### src/rtl/uart_pkg.sv
// Shared UART subsystem definitions: default counter/prescaler widths,
// the channel-count ceiling, a channel-index type and the per-channel
// activity state encoding used by the activity monitor.
package uart_pkg;

  localparam int unsigned UART_CNT_W   = 32;
  localparam int unsigned UART_PRESC_W = 16;
  localparam int unsigned UART_MAX_CH  = 32;

  typedef logic [$clog2(UART_MAX_CH)-1:0] ch_idx_t;

  typedef enum logic {
    CH_IDLE   = 1'b0,
    CH_ACTIVE = 1'b1
  } ch_state_e;

endpackage

### src/rtl/uart_act_mon_ch.sv
// One channel of the UART activity monitor: a retriggerable timeout
// down-counter, the active/idle state, registered edge pulses and the
// optional sticky timeout flag (macro UART_ACT_MON_STICKY_EN).
// Ports:
//   clk, rstn        clock, synchronous active-low reset
//   run_i            global enable AND channel enable; 0 holds reset state
//   tick_i           shared prescaler tick
//   monitor_i        activity strobe, retriggers the channel
//   preset_i         timeout in ticks
//   evt_clr_i        write-1-to-clear for the sticky flag
//   state_o          1 = channel active
//   active_o         1-clk pulse after state rises
//   inactive_o       1-clk pulse after state falls
//   timeout_flg_o    sticky timeout flag (0 when macro undefined)
module uart_act_mon_ch
  import uart_pkg::*;
#(
  parameter int unsigned CNT_W = UART_CNT_W
) (
  input  logic             clk,
  input  logic             rstn,
  input  logic             run_i,
  input  logic             tick_i,
  input  logic             monitor_i,
  input  logic [CNT_W-1:0] preset_i,
  input  logic             evt_clr_i,
  output logic             state_o,
  output logic             active_o,
  output logic             inactive_o,
  output logic             timeout_flg_o
);

  ch_state_e        state_q;
  logic [CNT_W-1:0] cnt_q;
  logic             prev_q;
  logic             active_q;
  logic             inactive_q;

  // prev_q is cleared together with state_q so a reset or disable in the
  // middle of a timeout never produces an inactive pulse.
  always_ff @(posedge clk) begin
    if (!rstn || !run_i) begin
      state_q    <= CH_IDLE;
      cnt_q      <= preset_i;
      prev_q     <= 1'b0;
      active_q   <= 1'b0;
      inactive_q <= 1'b0;
    end else begin
      prev_q     <= (state_q == CH_ACTIVE);
      active_q   <= (state_q == CH_ACTIVE) && !prev_q;
      inactive_q <= (state_q == CH_IDLE) && prev_q;
      if (monitor_i) begin
        cnt_q   <= preset_i;
        state_q <= CH_ACTIVE;
      end else if (state_q == CH_IDLE) begin
        cnt_q <= preset_i;
      end else if (tick_i) begin
        if (cnt_q != '0) begin
          cnt_q <= cnt_q - 1'b1;
        end else begin
          state_q <= CH_IDLE;
        end
      end
    end
  end

  assign state_o    = (state_q == CH_ACTIVE);
  assign active_o   = active_q;
  assign inactive_o = inactive_q;

`ifdef UART_ACT_MON_STICKY_EN
  logic flg_q;

  // Set takes priority over a clear arriving in the same cycle.
  always_ff @(posedge clk) begin
    if (!rstn || !run_i) begin
      flg_q <= 1'b0;
    end else begin
      flg_q <= inactive_q | (flg_q & ~evt_clr_i);
    end
  end

  assign timeout_flg_o = flg_q;
`else
  logic unused_evt_clr;
  assign unused_evt_clr = evt_clr_i;
  assign timeout_flg_o  = 1'b0;
`endif

endmodule

### src/rtl/uart_activity_monitor.sv
// Multi-channel UART line-activity watchdog. A shared prescaler produces
// the count tick; each channel retriggers on activity and drops after its
// programmable idle timeout. Optional sticky flags and irq are enabled by
// macro UART_ACT_MON_STICKY_EN (port list identical in both builds).
// Ports:
//   clk, rstn     clock, synchronous active-low reset
//   en            global enable (0 = everything held in reset state)
//   ch_en         per-channel enable
//   presc_div     tick period minus 1
//   preset        per-channel timeout, channel i at [i*CNT_W +: CNT_W]
//   monitor_in    per-channel activity strobe
//   state         per-channel active state
//   active        1-clk pulse on state rise
//   inactive      1-clk pulse on state fall
//   any_active    combinational OR of state
//   evt_clr       write-1-to-clear for timeout_flg
//   timeout_flg   sticky timeout flags
//   irq           registered OR of timeout_flg
module uart_activity_monitor
  import uart_pkg::*;
#(
  parameter int unsigned NUM_CH  = 4,
  parameter int unsigned CNT_W   = UART_CNT_W,
  parameter int unsigned PRESC_W = UART_PRESC_W
) (
  input  logic                    clk,
  input  logic                    rstn,
  input  logic                    en,
  input  logic [NUM_CH-1:0]       ch_en,
  input  logic [PRESC_W-1:0]      presc_div,
  input  logic [NUM_CH*CNT_W-1:0] preset,
  input  logic [NUM_CH-1:0]       monitor_in,
  output logic [NUM_CH-1:0]       state,
  output logic [NUM_CH-1:0]       active,
  output logic [NUM_CH-1:0]       inactive,
  output logic                    any_active,
  input  logic [NUM_CH-1:0]       evt_clr,
  output logic [NUM_CH-1:0]       timeout_flg,
  output logic                    irq
);

  logic [PRESC_W-1:0] presc_q;
  logic               tick;

  // Only an exact match ticks; a divisor lowered below the current count
  // lets the counter run on to its natural roll-over.
  assign tick = (presc_q == presc_div);

  always_ff @(posedge clk) begin
    if (!rstn || !en) begin
      presc_q <= '0;
    end else if (tick) begin
      presc_q <= '0;
    end else begin
      presc_q <= presc_q + 1'b1;
    end
  end

  for (genvar i = 0; i < NUM_CH; i++) begin : g_ch
    uart_act_mon_ch #(
      .CNT_W(CNT_W)
    ) u_ch (
      .clk           (clk),
      .rstn          (rstn),
      .run_i         (en & ch_en[i]),
      .tick_i        (tick),
      .monitor_i     (monitor_in[i]),
      .preset_i      (preset[i*CNT_W +: CNT_W]),
      .evt_clr_i     (evt_clr[i]),
      .state_o       (state[i]),
      .active_o      (active[i]),
      .inactive_o    (inactive[i]),
      .timeout_flg_o (timeout_flg[i])
    );
  end

  assign any_active = |state;

`ifdef UART_ACT_MON_STICKY_EN
  logic irq_q;

  always_ff @(posedge clk) begin
    if (!rstn || !en) begin
      irq_q <= 1'b0;
    end else begin
      irq_q <= |timeout_flg;
    end
  end

  assign irq = irq_q;
`else
  assign irq = 1'b0;
`endif

endmodule

### config.mk
export PLATFORM = sky130hd
export DESIGN_NAME = uart_activity_monitor
export DESIGN_NICKNAME = d
export VERILOG_FILES = /design/src/rtl/uart_pkg.sv /design/src/rtl/uart_act_mon_ch.sv /design/src/rtl/uart_activity_monitor.sv
export SDC_FILE = /design/constraint.sdc
export NUM_CORES = 1
export LEC_CHECK = 0
export CAP_MARGIN = 40
export CORE_ASPECT_RATIO = 0.6
export CORE_UTILIZATION = 30
export CTS_CLUSTER_SIZE = 14
export DETAILED_ROUTE_END_ITERATION = 12
export GPL_ROUTABILITY_DRIVEN = 0
export SLEW_MARGIN = 0
export SYNTH_ARGS = -nofsm -noshare
export SYNTH_HDL_FRONTEND = slang
export SYNTH_SLANG_ARGS = --single-unit
### constraint.sdc
create_clock -name clk -period 5.46 [get_ports clk]
set_clock_uncertainty 0.05 [all_clocks]
set_input_delay 1.092 -clock clk [delete_from_list [all_inputs] [get_ports clk]]
set_output_delay 1.092 -clock clk [all_outputs]
set_load 0.02 [all_outputs]
### Yosys cells after proc, flatten, opt, wreduce, memory -nomap -nowiden

Cells that the tools add are included.

| word-level totals | value |
|---|---|
| bits in writable memories | 0 |
| output and inout port bits | 18 |
| memory bits (read-only) | 0 |
| memories | 0 |
| bits in registers | 160 |
| latch bits | 0 |

| operators by class | value |
|---|---|
| $lt $le $gt $ge | 0 |
| equal/unequal tests | 9 |
| shift-type cells | 0 |
| multiplexer cells | 36 |
| reductions and logical operators | 33 |
| bitwise operators | 8 |
| divide/modulo/power cells | 0 |
| add/subtract/negate cells | 5 |
| multipliers | 0 |

Operators by type and width:

| operator | number |
|---|---|
| 32-bit 2-to-1 mux | 20 |
| 32-bit nonzero test | 4 |
| 32-bit by 1-bit subtractor with 32-bit output, second input constant | 4 |
| 4-bit != test, second input constant | 7 |
| 16-bit by 1-bit adder with 16-bit output, second input constant | 1 |
| 16-bit equality test | 1 |
| 1-bit 2-to-1 mux | 16 |
| 1-bit zero test | 10 |
| 1-bit logical AND | 8 |
| 2-bit AND reduction | 4 |
| 1-bit logical OR | 5 |
| 1-bit AND | 4 |
| 4-bit by 3-bit != test with 1-bit output, second input constant | 1 |
| 1-bit NOT | 4 |
| 4-bit OR reduction | 1 |
| 2-bit OR reduction | 1 |

### Depth between registers and ports, before layout

| depth | value |
|---|---|
| word-level depth | 6 |
| gate-level depth with buffers | 8 |
| depth with buffers taken out | 7 |

### Modules after synthesis

Synthesis repeated with hierarchy kept, for this count alone.

| second synthesis, totals | value |
|---|---|
| cell total of the unflattened synthesis | 934 |
| area, all modules | 9356.5 sq um |

Modules (own cells, without submodules):

| module | cells an instance | sequential area each (sq um) | area each (sq um) | instances |
|---|---|---|---|---|
| uart_act_mon_ch at g_ch[0].u_ch ... | 205 | 1041.0 | 2104.5 | 2 |
| uart_act_mon_ch at g_ch[2].u_ch ... | 209 | 1041.0 | 2099.5 | 2 |
| uart_activity_monitor | 106 | 320.3 | 948.4 | 1 |

### Least setup slack after synthesis

OpenSTA, ideal clock, no wires.

| timing | value |
|---|---|
| path type | input port to flip-flop |
| from | input presc_div[1] |
| to | register g_ch[2].u_ch.cnt_q[0], enable pin |
| data arrival time | 4.125 ns |
| path buffers | 0 |
| stages | 4 |
| setup time | 0.466 ns |
| required time | 4.944 ns |
| setup slack | 0.819 ns |
| path through | xor2_1 -> nor4_1 -> nand4_1 -> o21ai_0 |

| between the ends | value |
|---|---|
| cells in the longest elaborated chain, start to end | 3 |

RTL lines:

| element | RTL line | source |
|---|---|---|
| start: declaration | uart_activity_monitor.sv:30 | `input logic [PRESC_W-1:0] presc_div,` |
| 16-bit equality test | uart_activity_monitor.sv:47 | `assign tick = (presc_q == presc_div);` |
| 4-bit != test (no source line) | -- |  |
| 2-bit AND reduction (no source line) | -- |  |
| end signal: assignment | uart_act_mon_ch.sv:53 | `cnt_q <= preset_i;` |
| end signal: assignment | uart_act_mon_ch.sv:56 | `cnt_q <= preset_i;` |
| end signal: assignment | uart_act_mon_ch.sv:59 | `cnt_q <= cnt_q - 1'b1;` |
| end: declaration | uart_act_mon_ch.sv:34 | `logic [CNT_W-1:0] cnt_q;` |

No other way between the ends.
A chain may end at the register's enable or synchronous reset.

### Worst setup path after layout

| timing | value |
|---|---|
| from | input presc_div[14] |
| to | register g_ch[2].u_ch.cnt_q[31], enable pin |

The elaborated chain is that of the path after synthesis.

==> results.yml <==
floorplan:
  die_w_um: 226
  core_um2: 29100
  dieArea_um2: 30800
  initial_utilization_pct: 30.9
  io_pins: 177
  die_h_um: 136
  rows: 48
worst_setup_path:
  cp_top_family: "buffers and inverters"
  end_kind: "flip-flop"
  max_stage_delay_ns: 0.68
  path_buf_inv: 3
  worst-endpoint-required_ns: 5.54
  criticalPathCategory: "in -> reg"
  cpMostUsedCell: "buf_4"
  crit_chain: "clkdlybuf4s50_1 > xor2_1 > nor4_1 > nand4_1 > buf_4 > o21ai_2 > buf_4"
  cp_slowest_cell: "o21ai_2"
  cp_max_fo: 18
  arrival_ns: 3.44
  start_kind: "primary input"
global_route:
  grt_max_degree: 64
  grt_pass1_vias: 6624
  grt_pass1_wl_um: 36000
  gr-usage-all-layers_pct: 15.3
  antenna_found_initial: 2
  overflow: 0
final_layout:
  final_cell_count_no_fill: 1496
  fin_nets: 1246
  syn2layout_area_growth_pct: 28.6
  drive_gt1_share_pct: 5.66
logic_synthesis:
  synthTopCellsByArea: "edfxtp_1, xnor2_1, dfxtp_1"
  synth_most_common_cell: "edfxtp_1"
  yosys_warnings: 0
  synth_cell_types: 45
  ys_async_sr_fraction_pct: 0
  synth_common_cells: "edfxtp_1, nand2_1, nor2_1"
  yosysTopAreaCell: "edfxtp_1"
  synth_edf_count: 128
  ys_seq_area_share_pct: 49.8
  ys.flop_type: "edfxtp_1"
  syn_area_um2: 9010
  ys_seq_elements: 160
  synthCells: 938
  post-synth-top-area-fraction_pct: 42.6
  syn_area_per_cell_um2: 9.61
placed_design:
  dp_hpwl_um: 16500
  port_buffers: 167
  dp_cells: 1463
power_and_ir_drop:
  switchingPower_mw: 0.679
  power_frac_comb_pct: 9.2
  internal_power_mw: 2.18
  clkPwrFrac_pct: 40.6
  power.share.switching_pct: 23.8
  ir_drop_uv: 206
  p_leak_nw: 4.00
  p_per_area_nw_per_um2: 246
  seqPwrFrac_pct: 50.2
routing:
  ant_nets: 0
  avgRoutedWirePerCell_um: 15.3
  vias: 7138
  viasPerCell: 4.77
  firstDrtPassIters: 5
  drcViolationCount: 0
  routed_wl_um: 22900
  drt_iter0_markers: 479
timing:
  setup_viol: 0
  grt_setup_unrepaired: "no"
  finalCritPeriodShare_pct: 61.6
  hold_viol_final: 0
  fmax_mhz: 297
  setup_tns_ns: 0
  tightest_slew_ns: 0.848
  drv_slew: 0
  min_period_ns: 3.36
  maxSlewHeadroom_pct: 43.0
job:
  max_cap_violations: 0
clock_tree:
  ctsLongestPathBuffers: 2
  htreeDepth: 4
  cts_setup_buffers: 0
  cts_resized: 0
  clock_latency_ns: 0.45
  cts_buffers: 17
  cts_hold_buf: 0
  cts_sinks: 160
  cts_tree: "built"
  clk_pin_slew_ns: 0.06
  root_buffer: "clkbuf_16"
run_status:
  outcome: "finished, final reports clean"
min_path:
  hold_class: "reg -> reg"
cells by family after synthesis:
kind of cell               synth area share [%]
AOI/OAI and AO/OA                          8.58
xor gates and xnor gates                   13.4
adders and majority gates                 0.694
buffers and inverters                      3.78
DFF                                        49.8
muxes                                     0.125
other                                    0.0416
and+or+nand+nor                            23.6
cell usage in the layout (no fill, tap or decap), drive strengths merged, types with 3 or more instances in the layout:
master         synthesis  final
a21oi                 36     36
a31oi                  8      8
and3                   3      3
buf                   20      9
clkbuf                35     22
clkdlybuf4s50          0    167
clkinv                 0      5
conb                   1      5
dfxtp                 32     32
edfxtp               128    128
ha                     5      5
inv                   16     19
nand2                120    120
nand2b                 7      7
nand3                 23     23
nand4                 14     14
nand4b                 4      4
nor2                  92     92
nor3                  54     54
nor3b                  6      6
nor4                  49     49
o21ai                 95     95
o41ai                  3      3
or2                    5      5
or3                   16     16
or4                   14     14
xnor2                 87     87
xor2                  51     51
sequential cells by signal (all words and copies together) (netlist names):
name	flops
g_ch.u_ch.active_o	4
g_ch.u_ch.cnt_q	128
g_ch.u_ch.inactive_o	4
g_ch.u_ch.prev_q	4
g_ch.u_ch.state_o	4
presc_q	16
area by class of cell:
type,count,area (um^2)
Clock buffer,22,485
Inverter,16,60.1
Clock inverter,10,76.3
Sequential cell,160,4480
Fill cell,2903,17500
Antenna cell,1,2.50
Multi-Input combinational cell,711,4230
Timing Repair Buffer,176,1750
Tap cell,400,500
per-layer routing:
| metal | vias to the layer above | GRT usage (%) | routed length [um] |
|---|---|---|---|
| met2 | 154 | 21.0 | 9440 |
| met1 | 3320 | 22.9 | 11900 |
| li1 | 3649 | - | - |
| met5 | - | 0 | 0 |
| met4 | 0 | 4.54 | 238 |
| met3 | 15 | 4.26 | 1280 |
path summary, 6_finish.rpt:
kind	cells past startpoint	to	slack [ns]	start
worst min register to register	1	g_ch[2].u_ch.active_o	0.35	g_ch[2].u_ch.prev_q
worst max-delay path	7	g_ch[2].u_ch.cnt_q[31]	2.10	presc_div[14]
worst min-delay path	1	g_ch[2].u_ch.active_o	0.35	g_ch[2].u_ch.prev_q
worst max register to register	5	g_ch[2].u_ch.cnt_q[31]	2.17	g_ch[2].u_ch.cnt_q[9]
power by group through the flow:
stage / combinational (mW) / clock (mW) / sequential (mW)
CTS: 0.265 / 1.19 / 1.43
detailed placement: 0.263 / 0 / 1.46
floorplan: 0.122 / 0 / 1.44
finish: 0.262 / 1.16 / 1.43
global placement: 0.261 / 0 / 1.46
global route: 0.290 / 1.24 / 1.44
through the flow:
stage / hold WS [ns] / instance area [um^2] / utilization, % / setup slack (ns) / total power, mW
2_1_floorplan: 0.334 / 9030 / - / 0.819 / 1.57
3_3_place_gp: 0.341 / 11000 / 37.8 / 1.60 / 1.72
3_5_place_dp: 0.348 / 11000 / 37.8 / 1.59 / 1.72
4_1_cts: 0.356 / 11600 / 39.8 / 2.07 / 2.89
5_1_grt: 0.372 / 11600 / 39.8 / 1.89 / 2.97
6_report: 0.352 / 11600 / 39.8 / 2.10 / 2.85
No activity file was read; power rests on OpenSTA's default activity.
